$ cat src/rtl/tdc_decoder_if.sv
// tdc_decoder_if: sample/result bundle between the delay-line front end and
// the phase decoder.
//   master: drives en, therm, missed_fb; observes the decoded results.
//   slave : consumes the snapshot; drives out/out_valid/sat/bubble,
//           avg/avg_valid and locked.
interface tdc_decoder_if #(
  parameter int NTAPS = 64,
  parameter int OUT_W = 8
);
  logic                    en;
  logic [NTAPS-1:0]        therm;
  logic                    missed_fb;
  logic signed [OUT_W-1:0] out;
  logic                    out_valid;
  logic                    sat;
  logic                    bubble;
  logic signed [OUT_W-1:0] avg;
  logic                    avg_valid;
  logic                    locked;

  modport master (
    output en, therm, missed_fb,
    input  out, out_valid, sat, bubble, avg, avg_valid, locked
  );

  modport slave (
    input  en, therm, missed_fb,
    output out, out_valid, sat, bubble, avg, avg_valid, locked
  );
endinterface

$ cat src/rtl/tdc_decoder.sv
// tdc_decoder: PLL phase-detector back end. Turns a delay-line thermometer
// snapshot into a signed, saturating phase code centred on zero, flags
// bubbles and missed feedback edges, and keeps a boxcar average plus a
// lock indicator.
//   refclk : sole clock, rising edge
//   reset  : synchronous, active high
//   bus    : tdc_decoder_if.slave (en/therm/missed_fb in; out, out_valid,
//            sat, bubble, avg, avg_valid, locked out)
// Pipeline: capture (edge N) -> encode k/bubble (N+1) -> code/sat (N+2)
//           -> average and lock state (N+3).
module tdc_decoder #(
  parameter int NTAPS       = 64,
  parameter int OUT_W       = 8,
  parameter int AVG_LOG2    = 2,
  parameter int LOCK_THRESH = 2,
  parameter int LOCK_CYCLES = 16
) (
  input logic          refclk,
  input logic          reset,
  tdc_decoder_if.slave bus
);
  localparam int R      = NTAPS / 2;
  localparam int KW     = $clog2(NTAPS + 1);
  localparam int WIN    = 1 << AVG_LOG2;
  localparam int SUM_W  = OUT_W + AVG_LOG2;
  localparam int FILL_W = AVG_LOG2 + 1;
  localparam int CNT_W  = $clog2(LOCK_CYCLES + 1);
  localparam int STAGES = 2;

  typedef enum logic [1:0] {UNLOCKED, ACQUIRE, LOCKED} lock_state_t;

  // vld_pipe[0]: captured, [1]: encoded, [2]: out_valid
  logic [STAGES:0]         vld_pipe;
  logic [NTAPS-1:0]        cap_therm;
  logic                    cap_miss;

  logic [KW-1:0]           enc_k;
  logic                    enc_bub;
  logic [KW-1:0]           k_q;
  logic                    bub_q;
  logic                    miss_q;

  logic signed [OUT_W-1:0] out_q;
  logic                    sat_q;
  logic                    bubble_q;
  logic                    out_miss_q;

  logic signed [OUT_W-1:0] win [WIN];
  logic signed [SUM_W-1:0] sum;
  logic [FILL_W-1:0]       fill;
  logic                    avg_valid_q;

  lock_state_t             state, state_n;
  logic [CNT_W-1:0]        cnt, cnt_n;
  logic [OUT_W-1:0]        mag;
  logic                    in_win;

  // Capture: the snapshot only moves when en is high.
  always_ff @(posedge refclk) begin
    if (reset) begin
      vld_pipe  <= '0;
      cap_therm <= '0;
      cap_miss  <= 1'b0;
    end else begin
      vld_pipe <= {vld_pipe[STAGES-1:0], bus.en};
      if (bus.en) begin
        cap_therm <= bus.therm;
        cap_miss  <= bus.missed_fb;
      end
    end
  end

  // k = lowest zero tap; any 1 above it is a bubble and is ignored.
  // A missed edge is reported as fully late: k = NTAPS, no bubble.
  always_comb begin
    enc_k   = KW'(NTAPS);
    enc_bub = 1'b0;
    for (int i = NTAPS - 1; i >= 0; i--)
      if (!cap_therm[i]) enc_k = KW'(i);
    for (int i = 0; i < NTAPS; i++)
      if (cap_therm[i] && (KW'(i) > enc_k)) enc_bub = 1'b1;
    if (cap_miss) begin
      enc_k   = KW'(NTAPS);
      enc_bub = 1'b0;
    end
  end

  always_ff @(posedge refclk) begin
    if (reset) begin
      k_q    <= '0;
      bub_q  <= 1'b0;
      miss_q <= 1'b0;
    end else if (vld_pipe[0]) begin
      k_q    <= enc_k;
      bub_q  <= enc_bub;
      miss_q <= cap_miss;
    end
  end

  // Output stage: results hold between valid strobes.
  always_ff @(posedge refclk) begin
    if (reset) begin
      out_q      <= '0;
      sat_q      <= 1'b0;
      bubble_q   <= 1'b0;
      out_miss_q <= 1'b0;
    end else if (vld_pipe[1]) begin
      out_q      <= OUT_W'(k_q) - OUT_W'(R);
      sat_q      <= (k_q == '0) || (k_q == KW'(NTAPS));
      bubble_q   <= bub_q;
      out_miss_q <= miss_q;
    end
  end

  // Boxcar: running sum over the last WIN codes; the window starts zeroed
  // so the sum is exact from the first sample.
  always_ff @(posedge refclk) begin
    if (reset) begin
      for (int i = 0; i < WIN; i++) win[i] <= '0;
      sum         <= '0;
      fill        <= '0;
      avg_valid_q <= 1'b0;
    end else if (vld_pipe[2]) begin
      win[0] <= out_q;
      for (int i = 1; i < WIN; i++) win[i] <= win[i-1];
      sum <= sum + SUM_W'(out_q) - SUM_W'(win[WIN-1]);
      if (!avg_valid_q) begin
        fill <= fill + 1'b1;
        if (fill == FILL_W'(WIN - 1)) avg_valid_q <= 1'b1;
      end
    end
  end

  // Lock FSM
  assign mag    = out_q[OUT_W-1] ? OUT_W'(-out_q) : OUT_W'(out_q);
  assign in_win = !out_miss_q && (mag <= OUT_W'(LOCK_THRESH));

  always_ff @(posedge refclk) begin
    if (reset) begin
      state <= UNLOCKED;
      cnt   <= '0;
    end else begin
      state <= state_n;
      cnt   <= cnt_n;
    end
  end

  always_comb begin
    state_n = state;
    cnt_n   = cnt;
    if (vld_pipe[2]) begin
      if (!in_win) begin
        state_n = UNLOCKED;
        cnt_n   = '0;
      end else begin
        if (cnt != CNT_W'(LOCK_CYCLES)) cnt_n = cnt + 1'b1;
        state_n = (cnt_n == CNT_W'(LOCK_CYCLES)) ? LOCKED : ACQUIRE;
      end
    end
  end

  assign bus.out       = out_q;
  assign bus.out_valid = vld_pipe[STAGES];
  assign bus.sat       = sat_q;
  assign bus.bubble    = bubble_q;
  assign bus.avg       = OUT_W'(sum >>> AVG_LOG2);
  assign bus.avg_valid = avg_valid_q;
  assign bus.locked    = (state == LOCKED);
endmodule

$ cat src/flat_wrapper.sv
// flat-port wrapper written by rule: the top's interface ports become plain ports
module tdc_decoder_flat 
#(
  parameter int NTAPS       = 64,
  parameter int OUT_W       = 8,
  parameter int AVG_LOG2    = 2,
  parameter int LOCK_THRESH = 2,
  parameter int LOCK_CYCLES = 16
)
  (refclk, reset, bus_en, bus_therm, bus_missed_fb, bus_out, bus_out_valid, bus_sat, bus_bubble, bus_avg, bus_avg_valid, bus_locked);
  tdc_decoder_if #(.NTAPS(NTAPS), .OUT_W(OUT_W)) bus_i ();
  input logic refclk;
  input logic reset;
  input wire logic [$bits(bus_i.en)-1:0] bus_en;
  input wire logic [$bits(bus_i.therm)-1:0] bus_therm;
  input wire logic [$bits(bus_i.missed_fb)-1:0] bus_missed_fb;
  output wire logic [$bits(bus_i.out)-1:0] bus_out;
  output wire logic [$bits(bus_i.out_valid)-1:0] bus_out_valid;
  output wire logic [$bits(bus_i.sat)-1:0] bus_sat;
  output wire logic [$bits(bus_i.bubble)-1:0] bus_bubble;
  output wire logic [$bits(bus_i.avg)-1:0] bus_avg;
  output wire logic [$bits(bus_i.avg_valid)-1:0] bus_avg_valid;
  output wire logic [$bits(bus_i.locked)-1:0] bus_locked;
  assign bus_i.en = bus_en;
  assign bus_i.therm = bus_therm;
  assign bus_i.missed_fb = bus_missed_fb;
  assign bus_out = bus_i.out;
  assign bus_out_valid = bus_i.out_valid;
  assign bus_sat = bus_i.sat;
  assign bus_bubble = bus_i.bubble;
  assign bus_avg = bus_i.avg;
  assign bus_avg_valid = bus_i.avg_valid;
  assign bus_locked = bus_i.locked;
  tdc_decoder #(.NTAPS(NTAPS), .OUT_W(OUT_W), .AVG_LOG2(AVG_LOG2), .LOCK_THRESH(LOCK_THRESH), .LOCK_CYCLES(LOCK_CYCLES)) u_core (.refclk(refclk), .reset(reset), .bus(bus_i));
endmodule
$ cat config.mk
export PLATFORM = sky130hd
export DESIGN_NAME = tdc_decoder_flat
export DESIGN_NICKNAME = d
export VERILOG_FILES = /design/src/rtl/tdc_decoder_if.sv /design/src/rtl/tdc_decoder.sv /design/src/flat_wrapper.sv
export SDC_FILE = /design/constraint.sdc
export NUM_CORES = 1
export LEC_CHECK = 0
export CORE_ASPECT_RATIO = 1.1
export CORE_MARGIN = 1
export CORE_UTILIZATION = 30
export DETAILED_ROUTE_END_ITERATION = 6
export GPL_ROUTABILITY_DRIVEN = 1
export PLACE_DENSITY = 0.57
export SYNTH_ARGS = -nofsm -noshare
export SYNTH_HDL_FRONTEND = slang
export SYNTH_SLANG_ARGS = --single-unit
$ cat constraint.sdc
create_clock -name refclk -period 6.15 [get_ports refclk]
set_input_delay 1.23 -clock refclk [delete_from_list [all_inputs] [get_ports refclk]]
set_output_delay 1.23 -clock refclk [all_outputs]
set_load 0.01 [all_outputs]
[Word-level counts from Yosys, hierarchy flattened]
Memory sizes are Yosys's and may differ from the RTL's.
Cells that the tools add are included.
Operators by class
  equal/unequal tests: 5
  order comparisons: 65
  bitwise operators: 5
  muxes and demuxes: 148
  $add $sub $neg: 6
  reduce and logical (&&, ||, !) cells: 69
Operator list (count)
  7-bit 2-to-1 mux: 65
  6-bit by 7-bit > comparator with 1-bit output, first input constant: 32
  5-bit by 7-bit > comparator with 1-bit output, first input constant: 16
  1-bit 2-to-1 mux: 72
  1-bit logical AND: 65
  4-bit by 7-bit > comparator with 1-bit output, first input constant: 8
  8-bit 2-to-1 mux: 5
  3-bit by 7-bit > comparator with 1-bit output, first input constant: 4
  5-bit 2-to-1 mux: 4
  1-bit by 7-bit > comparator with 1-bit output, first input constant: 2
  2-bit by 7-bit > comparator with 1-bit output, first input constant: 2
  10-bit by 8-bit adder with 10-bit output: 1
  10-bit by 8-bit subtractor with 10-bit output: 1
  8-bit by 2-bit less-or-equal comparator with 1-bit output, second input constant: 1
  8-bit negator: 1
  7-bit by 6-bit subtractor with 8-bit output, second input constant: 1
  7-bit == test, second input constant: 1
  7-bit logical NOT: 1
  5-bit by 1-bit adder with 5-bit output, second input constant: 1
  5-bit == test, second input constant: 1
  5-bit inequality test, second input constant: 1
  2-bit 2-to-1 mux: 2
  1-bit bitwise OR: 4
  3-bit by 1-bit adder with 3-bit output, second input constant: 1
  6 further kinds: 6
Word-level totals
  RAM bits: 32
  bits in registers: 109
  memories kept: 1
  input bits: 68
  output and inout port bits: 21
Memory list
  u_core.win: depth 4, width 8, rd ports 4, clocked after Yosys merged registers in 0, write ports 4, line tdc_decoder.sv:48  | logic signed [OUT_W-1:0] win [WIN];

[Logic depth before layout (Yosys ltp)]
  word-level depth: 131
  mapped depth: 16

[Worst setup path before layout]
Ideal clock, no wire load.
  kind: flip-flop to flip-flop
  start: register u_core.out_q[1] (netlist: u_core.bus.out[1])
  end: register u_core.sum[9]
  setup time: 0.128 ns
  path slack: 3.060 ns
  data arrival time: 2.962 ns
  clock period less this slack: 3.090 ns
  stages on the path, launching flop included: 15
  buffers on the path: 0
  required time: 6.022 ns
  cells stage by stage: dfxtp_1 -> inv_1 -> fa_1 -> inv_1 -> ha_1 -> a21o_1 -> a21o_1 -> a21o_1 -> a21oi_1 -> o21bai_1 -> a21oi_1 -> o21ai_0 -> mux2_2 -> xnor2_1 -> nor2_1
Between the ends
  cells in the longest elaborated chain, start to end: 2
Ends and longest elaborated chain
  from (decl): line tdc_decoder.sv:43  | logic signed [OUT_W-1:0] out_q;
  from (signal assigned): line tdc_decoder.sv:108  | out_q <= OUT_W'(k_q) - OUT_W'(R);
  10-bit by 8-bit adder with 10-bit output: line tdc_decoder.sv:126  | sum <= sum + SUM_W'(out_q) - SUM_W'(win[WIN-1]);
  10-bit by 8-bit subtractor with 10-bit output: line tdc_decoder.sv:126
  to (signal assigned): line tdc_decoder.sv:126
  to (decl): line tdc_decoder.sv:49  | logic signed [SUM_W-1:0] sum;
No other way between the ends.
A chain may end at the register's enable or synchronous reset.

[Worst setup path after layout]
  start: register u_core.cap_therm[41]
  end: register u_core.bub_q
Between the ends
  cells in the longest elaborated chain, start to end: 109
  elaborated cells between the ends (all ways): 235
  those cells by class: order compare: 64; mux: 107; reduce/logical: 64
Ends and longest elaborated chain
  from (decl): line tdc_decoder.sv:34  | logic [NTAPS-1:0] cap_therm;
  from (signal assigned): line tdc_decoder.sv:67  | cap_therm <= bus.therm;
  7-bit 2-to-1 mux (42 in series): line tdc_decoder.sv:79  | if (!cap_therm[i]) enc_k = KW'(i);
  1-bit by 7-bit > comparator with 1-bit output: line tdc_decoder.sv:81  | if (cap_therm[i] && (KW'(i) > enc_k)) enc_bub = 1'b1;
  1-bit logical AND: line tdc_decoder.sv:81
  1-bit 2-to-1 mux (63 in series): line tdc_decoder.sv:81
  1-bit 2-to-1 mux (*): line tdc_decoder.sv:81
  1-bit 2-to-1 mux (*): line tdc_decoder.sv:82  | if (cap_miss) begin
  to (signal assigned): line tdc_decoder.sv:95  | bub_q <= enc_bub;
  to (decl): line tdc_decoder.sv:40  | logic bub_q;
Mark *: on every way between the ends. The rest lies on a longest branch, timed or not.

==> metrics.csv <==
stage,metric,value,unit
status,run_status,"complete, no violations",
timing,fin_worst_skew,0.00984,ns
timing,tightest_slew,1.01,ns
floorplanning,fp-row-count,62,
clocking,insertion_delay,0.43,ns
route,drt-pass1-iter-count,5,
timing,setup_viol,0,
global_routing,grt.total_usage,17.6,%
global_routing,grt.overflow.total,0,
clocking,postCtsSetupBuffers,0,
global_routing,grt_pass1_wl,36900,um
global_routing,grtUsageMet2,28.9,%
route,via_per_inst,5.14,
timing,finalSetupTns,0,ns
final_layout,final_nets,1076,
synth,netlist_instances,933,
placed_design,placed_cell_area,0.00909,mm^2
pwr,p_int,1.73,mW
global_routing,use_met1,22.5,%
final_layout,utilization,37.1,%
global_routing,use_met3,3.57,%
clocking,cts_buffers,17,
timing,setup_slack,1.99,ns
pwr,irDropWorstVdd,0.139,mV
final_layout,drive_gt1_share,5.32,%
hold_path,hp-class,reg2reg,
synth,synth.most_common_cell,nor2_1,
clocking,clk_pin_slew,0.07,ns
worst_setup_path,arrival,4.43,ns
timing,maxSlewViolCount,0,
global_routing,grt_max_degree,62,
synth,syn_area,0.00801,mm^2
placed_design,portBuffers,88,
final_layout,area_growth,21.0,%
route,finalWirelength,23200,um
timing,fin_crit,4.16,ns
synth,ys_seq_area_share,39.2,%
synth,synth_nets,1026,
synth,synthArstFlopShare,0,%
worst_setup_path,cp.required,6.42,ns
floorplanning,start_util,30.6,%
placed_design,place_hpwl,17000,um
synth,synth_edf_count,32,
clocking,cts_buffer_depth,2,
pwr,p_sw_share,27.4,%
synth,ys_warn_count,0,
pwr,comb_power_share,10.5,%
synth,yosys-top-cells-area,"dfxtp_1 27%, edfxtp_1 12%, mux2i_1 10%, nor2_1 5.9%, inv_1 3.1%",
clocking,holdBufCountCts,0,
floorplanning,coreArea,0.0261,mm^2
pwr,power_frac_seq,44.4,%
route,ant_nets,0,
route,wl_per_cell,17.2,um
job,drv_cap,0,
clocking,tritoncts,built,
synth,synthTopCellsByCount,"125 x nor2_1, 109 x dfxtp_1, 80 x mux2i_1",
floorplanning,die_area,0.0274,mm^2
pwr,powerDensity,246,mW/mm^2
synth,syn_area_per_cell,8.59,um^2
timing,rsz0062_at_grt,false,
floorplanning,ios,89,
synth,yosys.area.top_type,dfxtp_1,
synth,ys_ff_latch,141,
placed_design,dp_slack,2.07,ns
global_routing,antenna_found_initial,0,
worst_setup_path,start_kind,flop,
pwr,p_leak,3.60,nW
route,drc,0,
timing,fin_crit_sh,67.7,%
route,num_vias,6931,
floorplanning,die_h,173,um
timing,finalHoldViolations,0,
worst_setup_path,path_class,reg2reg,
clocking,cts-htree-levels,4,
clocking,cts_resized,0,
route,drtIter0Drc,621,
pwr,power.switching,0.652,mW
global_routing,grt_busiest_layer,met2,
clocking,root_buffer,clkbuf_16,
timing,maxSlewHeadroom,32.8,%
worst_setup_path,path_max_fanout,14,
clocking,cts.sinks,141,
floorplanning,die_w,158,um
synth,synth_ff_type,dfxtp_1,
synth,ys_types,71,
worst_setup_path,cp-end-kind,flop,
placed_design,gp_congestion,0.949,
synth,yosysTopAreaCellShare,27.2,%
final_layout,postLayoutCellArea,0.00969,mm^2
final_layout,antenna_cells,0,
global_routing,grt_pass1_vias,6635,
pwr,p_clk_share,45.1,%
timing,fmax,240,MHz
worst paths after layout:
path	startpoint	to	slack [ns]	cells after the start
setup / recovery	u_core.cap_therm[41]$_SDFFE_PP0P_	u_core.bub_q$_SDFFE_PP0P_	1.99	11
hold / removal	u_core.state[1]$_SDFFE_PP0P_	u_core.state[1]$_SDFFE_PP0P_	0.48	2
hold reg to reg	u_core.state[1]$_SDFFE_PP0P_	u_core.state[1]$_SDFFE_PP0P_	0.48	2
setup reg to reg	u_core.cap_therm[41]$_SDFFE_PP0P_	u_core.bub_q$_SDFFE_PP0P_	1.99	11
metal layers:
metal	routed length [um]	vias to the layer above
met1	10200	3278
li1	-	3402
met4	683	0
met3	1070	33
met5	0	-
met2	11200	218
logic make-up after synthesis:
kind of cell	count (synthesis)	synth area share [%]
AOI/OAI and AO/OA	182	15.3
xor gates and xnor gates	11	1.20
adders and majority gates	25	4.75
buffers and inverters	130	6.64
DFF	141	39.2
muxes	81	10.1
and+or+nand+nor	363	22.8
layout make-up:
type	instances	area, um^2
inverters	66	248
clock buffers	17	425
well taps	352	440
clock inverters	15	174
repair buffers	95	928
multi-input cells	662	4340
flip-flops and latches	141	3140
fillers	2747	16400
cell usage in the layout (no fill, tap or decap), types with 6 or more instances in the layout:
cell / n
nor2_1: 125
dfxtp_1: 109
clkdlybuf4s50_1: 86
mux2i_1: 80
inv_1: 66
nand2_1: 63
o21ai_0: 42
a21oi_1: 41
edfxtp_1: 32
and2_1: 27
nand3_1: 25
nand4_1: 22
nor3_1: 21
nor2b_1: 18
clkbuf_16: 17
ha_1: 16
nand2b_1: 15
and4_1: 12
a211oi_1: 11
a31oi_1: 11
nor4_1: 9
fa_1: 9
buf_4: 9
o211ai_1: 8
xnor2_1: 8
inv_6: 7
and3_1: 6
a21o_1: 6
a21boi_0: 6
o22ai_1: 6
flip-flops by register name (all words and copies together) (netlist names), 2 cells and up:
register / count
u_core.vld_pipe: 3
u_core.sum: 10
u_core.fill: 3
u_core.state: 2
u_core.cap_therm: 64
u_core.win: 32
u_core.k_q: 7
u_core.cnt: 5
u_core.bus.out: 8
critical path: stages (launching register included):
cell	delay (ns)
dfxtp_1	0.57
nand4_1	0.23
a31o_1	0.23
o21a_1	0.20
a2bb2oi_1	0.15
buf_4	0.19
a211oi_2	0.86
nand3_1	0.34
o311ai_1	0.36
a41oi_1	0.15
a2111oi_0	0.58
a31oi_1	0.15
through the flow:
step	hold WS [ns]	std cells	power, mW
final	0.480	1348	2.38
after global routing	0.505	1348	2.49
after CTS	0.470	1348	2.41
after detailed placement	0.454	1316	1.33
after global placement	0.434	1316	1.33
after floorplan	0.417	933	1.22
power by group through the flow:
stage / Sequential (mW) / Combinational [mW] / Clock [mW]
2_1_floorplan: 1.04 / 0.184 / 0
3_3_place_gp: 1.08 / 0.252 / 0
3_5_place_dp: 1.08 / 0.252 / 0
4_1_cts: 1.06 / 0.253 / 1.10
5_1_grt: 1.07 / 0.280 / 1.14
6_report: 1.06 / 0.250 / 1.07
No activity file was read; power rests on OpenSTA's default activity.
